**src/rtl/pc_unit_pkg.sv**
```systemverilog
// pc_unit_pkg: shared state encodings and default constants for the IF-stage
// program counter; also consumed by the debug unit.
package pc_unit_pkg;

  typedef enum logic [1:0] {
    ST_RUN       = 2'b00,
    ST_HALTED    = 2'b01,
    ST_STEP_WAIT = 2'b10
  } pc_state_e;

  localparam int unsigned DEF_PC_WIDTH     = 32;
  localparam int unsigned DEF_PC_INC       = 4;
  localparam int unsigned DEF_RESET_VECTOR = 0;

  // Redirect request as seen by the next-PC mux.
  typedef struct packed {
    logic jump;
    logic branch;
    logic stall;
  } pc_ctrl_t;

endpackage

```
**src/rtl/pc_unit_if.sv**
```systemverilog
// pc_unit_if: control/redirect inputs and fetch outputs of the PC stage.
// With PC_UNIT_STEP_EN defined the debug single-step signals are added.
interface pc_unit_if #(
  parameter int unsigned PC_WIDTH = 32
);
  logic                i_stall;
  logic                i_branch_taken;
  logic [PC_WIDTH-1:0] i_branch_target;
  logic                i_jump;
  logic [PC_WIDTH-1:0] i_jump_target;
  logic                i_halt;
`ifdef PC_UNIT_STEP_EN
  logic                i_step_mode;
  logic                i_step;
`endif
  logic [PC_WIDTH-1:0] o_pc;
  logic [PC_WIDTH-1:0] o_pc_inc;
  logic                o_fetch_valid;
  logic                o_halted;

  // Pipeline / hazard / debug side.
  modport master (
    output i_stall, i_branch_taken, i_branch_target, i_jump, i_jump_target, i_halt,
`ifdef PC_UNIT_STEP_EN
    output i_step_mode, i_step,
`endif
    input  o_pc, o_pc_inc, o_fetch_valid, o_halted
  );

  // PC unit side.
  modport slave (
    input  i_stall, i_branch_taken, i_branch_target, i_jump, i_jump_target, i_halt,
`ifdef PC_UNIT_STEP_EN
    input  i_step_mode, i_step,
`endif
    output o_pc, o_pc_inc, o_fetch_valid, o_halted
  );
endinterface

```
**src/rtl/pc_unit_adder.sv**
```systemverilog
// pc_adder: combinational PC incrementer, wraps silently modulo 2^PC_WIDTH.
module pc_adder #(
  parameter int unsigned PC_WIDTH = 32,
  parameter int unsigned PC_INC   = 4
) (
  input  logic [PC_WIDTH-1:0] i_adder,
  output logic [PC_WIDTH-1:0] o_adder
);
  assign o_adder = i_adder + PC_WIDTH'(PC_INC);
endmodule

```
**src/rtl/pc_unit.sv**
```systemverilog
// pc_unit: registered program counter for the IF stage with redirect muxing,
// stall hold and a halt state machine. Optional debug single-step is
// enabled by defining PC_UNIT_STEP_EN.
module pc_unit
  import pc_unit_pkg::*;
#(
  parameter int unsigned         PC_WIDTH     = DEF_PC_WIDTH,
  parameter int unsigned         PC_INC       = DEF_PC_INC,
  parameter logic [PC_WIDTH-1:0] RESET_VECTOR = PC_WIDTH'(DEF_RESET_VECTOR)
) (
  input logic        i_clk,
  input logic        i_rst_n,
  pc_unit_if.slave   bus
);

  pc_state_e           state;
  logic [PC_WIDTH-1:0] pc;
  logic [PC_WIDTH-1:0] pc_inc;
  logic [PC_WIDTH-1:0] next_pc;
  pc_ctrl_t            ctrl;

  pc_adder #(
    .PC_WIDTH (PC_WIDTH),
    .PC_INC   (PC_INC)
  ) u_adder (
    .i_adder (pc),
    .o_adder (pc_inc)
  );

  assign ctrl = '{jump: bus.i_jump, branch: bus.i_branch_taken, stall: bus.i_stall};

  // Next-PC mux: jump beats branch, any redirect beats stall, else increment.
  always_comb begin
    next_pc = pc_inc;
    if (ctrl.jump)        next_pc = bus.i_jump_target;
    else if (ctrl.branch) next_pc = bus.i_branch_target;
    else if (ctrl.stall)  next_pc = pc;
  end

  // PC register and run/halt(/step) state machine; halt outranks all redirects.
  always_ff @(posedge i_clk) begin
    if (!i_rst_n) begin
      pc    <= RESET_VECTOR;
      state <= ST_RUN;
    end else begin
      case (state)
        ST_RUN: begin
          if (bus.i_halt) begin
            state <= ST_HALTED;
          end else begin
            pc <= next_pc;
`ifdef PC_UNIT_STEP_EN
            // A stalled step still consumes the step; the refetch needs another pulse.
            if (bus.i_step_mode) state <= ST_STEP_WAIT;
`endif
          end
        end
        ST_HALTED: state <= ST_HALTED;
`ifdef PC_UNIT_STEP_EN
        ST_STEP_WAIT: begin
          if (!bus.i_step_mode || bus.i_step) state <= ST_RUN;
        end
`endif
        default: state <= ST_RUN;
      endcase
    end
  end

  // Fetch is only meaningful while running and out of reset.
  assign bus.o_pc          = pc;
  assign bus.o_pc_inc      = pc_inc;
  assign bus.o_halted      = (state == ST_HALTED);
  assign bus.o_fetch_valid = i_rst_n && (state == ST_RUN);

endmodule

```
**src/flat_wrapper.sv**
```systemverilog
// flat-port wrapper written by rule: the top's interface ports become plain ports
module pc_unit_flat import pc_unit_pkg::*;
#(
  parameter int unsigned         PC_WIDTH     = DEF_PC_WIDTH,
  parameter int unsigned         PC_INC       = DEF_PC_INC,
  parameter logic [PC_WIDTH-1:0] RESET_VECTOR = PC_WIDTH'(DEF_RESET_VECTOR)
)
  (i_clk, i_rst_n, bus_i_stall, bus_i_branch_taken, bus_i_branch_target, bus_i_jump, bus_i_jump_target, bus_i_halt, bus_o_pc, bus_o_pc_inc, bus_o_fetch_valid, bus_o_halted);
  pc_unit_if #(.PC_WIDTH(PC_WIDTH)) bus_i ();
  input logic i_clk;
  input logic i_rst_n;
  input wire logic [$bits(bus_i.i_stall)-1:0] bus_i_stall;
  input wire logic [$bits(bus_i.i_branch_taken)-1:0] bus_i_branch_taken;
  input wire logic [$bits(bus_i.i_branch_target)-1:0] bus_i_branch_target;
  input wire logic [$bits(bus_i.i_jump)-1:0] bus_i_jump;
  input wire logic [$bits(bus_i.i_jump_target)-1:0] bus_i_jump_target;
  input wire logic [$bits(bus_i.i_halt)-1:0] bus_i_halt;
  output wire logic [$bits(bus_i.o_pc)-1:0] bus_o_pc;
  output wire logic [$bits(bus_i.o_pc_inc)-1:0] bus_o_pc_inc;
  output wire logic [$bits(bus_i.o_fetch_valid)-1:0] bus_o_fetch_valid;
  output wire logic [$bits(bus_i.o_halted)-1:0] bus_o_halted;
  assign bus_i.i_stall = bus_i_stall;
  assign bus_i.i_branch_taken = bus_i_branch_taken;
  assign bus_i.i_branch_target = bus_i_branch_target;
  assign bus_i.i_jump = bus_i_jump;
  assign bus_i.i_jump_target = bus_i_jump_target;
  assign bus_i.i_halt = bus_i_halt;
  assign bus_o_pc = bus_i.o_pc;
  assign bus_o_pc_inc = bus_i.o_pc_inc;
  assign bus_o_fetch_valid = bus_i.o_fetch_valid;
  assign bus_o_halted = bus_i.o_halted;
  pc_unit #(.PC_WIDTH(PC_WIDTH), .PC_INC(PC_INC), .RESET_VECTOR(RESET_VECTOR)) u_core (.i_clk(i_clk), .i_rst_n(i_rst_n), .bus(bus_i));
endmodule
```
**config.mk**
```make
export PLATFORM = sky130hd
export DESIGN_NAME = pc_unit_flat
export DESIGN_NICKNAME = d
export VERILOG_FILES = /design/src/rtl/pc_unit_pkg.sv /design/src/rtl/pc_unit_if.sv /design/src/rtl/pc_unit_adder.sv /design/src/rtl/pc_unit.sv /design/src/flat_wrapper.sv
export SDC_FILE = /design/constraint.sdc
export NUM_CORES = 1
export LEC_CHECK = 0
export BUFFER_PORTS_ARGS = -buffer_cell sky130_fd_sc_hd__buf_4
export CORE_ASPECT_RATIO = 0.5
export CORE_MARGIN = 10
export CORE_UTILIZATION = 40
export CTS_CLUSTER_SIZE = 20
export DETAILED_ROUTE_END_ITERATION = 10
export PLACE_DENSITY_LB_ADDON = 0.05
export SYNTH_ARGS = -nofsm -noshare
export SYNTH_HDL_FRONTEND = slang
export SYNTH_SLANG_ARGS = --single-unit
export TNS_END_PERCENT = 10
```
**constraint.sdc**
```tcl
create_clock -name i_clk -period 2.2 [get_ports i_clk]
set_input_delay 0.44 -clock i_clk [delete_from_list [all_inputs] [get_ports i_clk]]
set_output_delay 0.44 -clock i_clk [all_outputs]
set_load 0.01 [all_outputs]
```
; Word level (Yosys, flattened, before mapping)
; Cells that the tools add are included.
[totals]
n_memories = 0
latch_bits = 0
mem_bits_rw = 0
wordCells = 15
inputBits = 70
regBits = 34
romBits = 0
[classes]
order_cmp = 0
n_reduce_logical = 3
div = 0
eq_ne = 3
n_addsub = 1
multipliers = 0
shift = 0
bitwise_logic = 1
n_mux = 5
[ops]
columns = operator, count
row1 = $mux 32, 3
row2 = $add 32x3->32 const B, 1
row3 = $pmux 2 s2, 1
row4 = $ne 3x1->1 const B, 1
row5 = $reduce_and 3->1, 1
row6 = $eq 2x1->1 const B, 1
row7 = $logic_not 2->1, 1
row8 = $mux 2, 1
row9 = $ne 2x2->1 const B, 1
row10 = $logic_and 1x1->1, 1
row11 = $not 1->1, 1

; Logic depth before layout (Yosys ltp)
[logic_depth]
ltp_word = 4
depth_mapped = 8
mapped_depth_nobuf = 6

; Cells and area by module
; From an unflattened synthesis, not the netlist that was laid out.
[hier_totals]
hier_cells = 269
area_unflattened_um2 = 2275.9
[modules_own_cells]
columns = mod, cells_each, seq_area_each_um2, n_inst, area_per_inst_um2
row1 = pc_unit, 186, 660.6, 1, 1695.4
row2 = pc_adder, 83, 0.0, 1, 580.6

; Worst setup path before layout
; Ideal clock, no wire load.
[synth_timing]
path_type = flip-flop to output port
start = register u_core.pc[2] (netlist: u_core.bus.o_pc[2])
end = output bus_o_pc_inc[28]
arrival_ns = 2.000
stages_incl_launch_ff = 7
setup_slack_ns = -0.240
cell_sequence = dfxtp_1 ha_1 and3_1 clkbuf_1 nand4_1 nor4_1 xor2_1
[synth_between]
elab_chain_len = 1
[synth_lines]
columns = element, line_no
row1 = "start, declared", pc_unit.sv:17  ; logic [PC_WIDTH-1:0] pc;
row2 = "start signal, assigned", pc_unit.sv:51  ; pc <= next_pc;
row3 = $add 32x3->32, pc_unit_adder.sv:9  ; assign o_adder = i_adder + PC_WIDTH'(PC_INC);
row4 = "end, declared", flat_wrapper.sv:19  ; output wire logic [$bits(bus_i.o_pc_inc)-1:0] bus_o_pc_inc;
; No other way between the ends.

; Worst setup path after layout
[layout_timing]
start = register u_core.pc[22] (netlist: u_core.bus.o_pc[22])
end = output bus_o_pc_inc[29]
; The elaborated chain is that of the path after synthesis.

==> results.ini <==
[outcome]
status = finished, violations left
violations = negative setup slack

[sta]
finalHoldViolCount = 0
period_share_pct = 103
slew_headroom_pct = 68.9
tightestPinTransition_ns = 0.466
final_max_slew_viol_count = 0
min_period_ns = 2.26
rsz0062_at_grt = yes
clock_skew_ns = 0.00221
final-setup-viol-count = 5
timing.fmax_mhz = 442
setup_slack_ns = -0.0649

[clocking]
cts.sinks = 33
cts_buffer_depth = 2
ctsHoldBuffers = 0
clkLatencyLatePin_ns = 0.28
clkTransAtPathRegs_ns = 0.05
cts_tree = done
cts_inserted_buffers = 5
h-tree-depth = 2
root_buffer = clkbuf_16

[floorplan]
num_rows = 20
start_util_pct = 42.4
core_um2 = 6260
dieArea_um2 = 10500
die_w_um = 135
dieHeight_um = 77.6
ios = 136

[power_and_ir_drop]
p_sw_share_pct = 29.2
p_sw_uw = 602
p_int_uw = 1460
seqPwrFrac_pct = 32.9
ir_worst_vdd_mv = 0.301
pwr-share-clk_pct = 35.8
power-per-cell-area_nw_per_um2 = 463
leakage_uw = 0.00207
p_comb_share_pct = 31.3

[place]
port_buffers = 135
dp_cells = 604
gp_congestion = 0.891
hpwl_mm = 8.68

[yosys]
yosys_register_bits = 33
ys_seq_area_share_pct = 24.9
netlist_instances = 360
yosysWarnings = 0
synthSimpleGateAreaFrac_pct = 27.5
syn_nets = 431
synth_ff_type = dfxtp_1
syn-cell-area_um2 = 2650
synth_top_family_by_area = compound AO/OA/AOI/OAI gates
synth-compound-area-share_pct = 28.6
async_flop_share_pct = 0
synth-xor-area-share_pct = 9.24
synth.area.mux_share_pct = 2.88
syn_area_per_cell_um2 = 7.37
synth-edff-count = 0
synthAdderAreaFrac_pct = 0.471
ys_types = 57

[cells_and_area]
multiInputGateArea_um2 = 1990
regArea_um2 = 679
final_util_pct = 71.1
final_cell_mix = 190 x buf_4, 29 x nand3_1, 28 x nand2_1
drive_above_1_share_pct = 48.0
area_delta_synth_final_pct = 67.7
fillCellCount = 540
layout.cells.non_filler = 615
final_common_cell = buf_4
fin_nets = 597
insertedDiodeCount = 0

[detailed_routing]
drtIter0Drc = 206
route.detailed.drc = 0
top_layer_used = met4
wl_met2_mm = 5.32
wl_met1_mm = 4.70
postRouteAntennaNets = 0
via_per_inst = 5.60
finalWirelength_mm = 11.1
dr.pass1.iters = 4
num_vias = 3445
wl_per_cell_um = 18.1
route.met3.wl_mm = 1.05

[worst_setup_path]
path_delay_family = simple AND/OR/NAND/NOR gates
path_buf_inv = 1
timing_worst_setup_path_type = flip-flop to output port
end_kind = output port
cp_slowest_stage_delay_ns = 0.56
worstSetupStartpointType = flip-flop
worst_ep_required_time_ns = 1.76
cp.arrival_ns = 1.82
slowest_stage = or4_4
crit_path_cell_trace = nand4_1 > or4_4 > nor3_4 > xor2_1 > buf_4
crit_fanout = 4

[global_route]
grt_pass1_vias = 3423
antenna_found_initial = 0
grt_use_total_pct = 19.6
grt_max_degree = 30
grt_pass1_wl_mm = 17.4
grt-ovfl-total = 0

[run]
drv_cap = 0

[worst_hold_path]
hold_class = input pin to flip-flop

==> through the flow <==
| step | setup WS (ns) | total power [uW] | setup TNS (ns) | area, um^2 | hold slack (ns) |
|---|---|---|---|---|---|
| 4_1_cts | -0.0638 | 2060 | -0.373 | 4380 | 0.424 |
| 3_5_place_dp | -0.00102 | 1330 | -0.00102 | 4100 | 0.552 |
| 2_1_floorplan | -0.0464 | 967 | -0.128 | 2680 | 0.523 |
| 5_1_grt | -0.119 | 2150 | -0.911 | 4450 | 0.458 |
| 3_3_place_gp | 0.106 | 1320 | 0 | 4100 | 0.548 |
| 6_report | -0.0649 | 2060 | -0.206 | 4450 | 0.424 |
==> power by group through the flow <==
stage	sequential [uW]	combinational [uW]	clock (uW)
after floorplan	716	251	0
after global placement	680	635	0
after detailed placement	683	644	0
after CTS	673	647	743
after global routing	680	702	770
final	677	646	737
==> final timing paths <==
check | from | end | slack (ns) | depth (start not counted)
max | u_core.bus.o_pc[22] | bus_o_pc_inc[29] | -0.06 | 5
min reg2reg | u_core.bus.o_pc[1] | u_core.bus.o_pc[1] | 0.57 | 2
min | bus_i_jump_target[12] | u_core.bus.o_pc[12] | 0.42 | 3
max reg2reg | u_core.bus.o_pc[22] | u_core.bus.o_pc[27] | 0.32 | 5
==> per-layer routing <==
| layer | global-route usage [%] | vias to the layer above |
|---|---|---|
| met1 | 24.3 | 1627 |
| met5 | 0 | - |
| met3 | 6.43 | 6 |
| li1 | - | 1677 |
| met4 | 3.21 | 0 |
| met2 | 32.6 | 135 |
==> cell families after synthesis <==
group	after synthesis
adder cells (fa/ha/maj)	1
multiplexers	7
XOR/XNOR	28
buffers and inverters	42
AO/OA/AOI/OAI	109
AND/OR/NAND/NOR	140
flip-flops	33
==> tightest hold or removal path, cell delays in order <==
cell and delay, ns:
buf_4 0.08, o2111ai_1 0.09, nand2_1 0.06
==> repair_timing <==
item / 4_1_cts / 5_1_grt
gates resized for setup: 30 / 20
setup buffers: 3 / 0
pin swaps: 9 / 11
setup endpoints to repair: 19 / 18
==> sequential cells by signal, summed over array words and instances, names as in the netlist <==
name,flops
u_core.bus.o_pc,32
u_core.state,1
==> cell usage after synthesis (all sizes together), types with 2 or more instances <==
library cell	instances	share of area, %
dfxtp	33	25
nand2	30	4.2
clkbuf	29	4.1
nand3	29	5.5
nor2	26	3.7
o21ai	21	4.0
a21oi	17	3.2
xor2	17	5.6
nor3	12	2.3
xnor2	11	3.6
a21boi	10	2.8
nand4	8	2.1
and4	7	2.3
buf	7	1.4
a221oi	6	2.0
a22o	6	2.0
a22oi	6	1.7
o31ai	6	1.7
inv	5	0.71
mux2	5	2.1
nor2b	5	1.2
and2	4	0.94
and3	4	0.94
nand4b	4	1.3
o211ai	4	1.1
o22ai	4	0.94
o41ai	4	1.3
a211oi	3	0.85
a31oi	3	0.71
nor4	3	0.71
or4	3	0.99
a21o	2	0.57
a221o	2	0.75
a2bb2oi	2	0.66
mux2i	2	0.75
o2111ai	2	0.66
o21a	2	0.57
o2bb2ai	2	0.66
o311ai	2	0.66
or3	2	0.47
==> area by class of cell <==
type	instances	area share (%)
inverters	6	0.506
well taps	88	2.47
clock inverters	1	0.112
multi-input cells	285	44.7
repair buffers	195	33.5
flip-flops and latches	33	15.3
clock buffers	7	3.43
No activity file was read; power rests on OpenSTA's default activity.
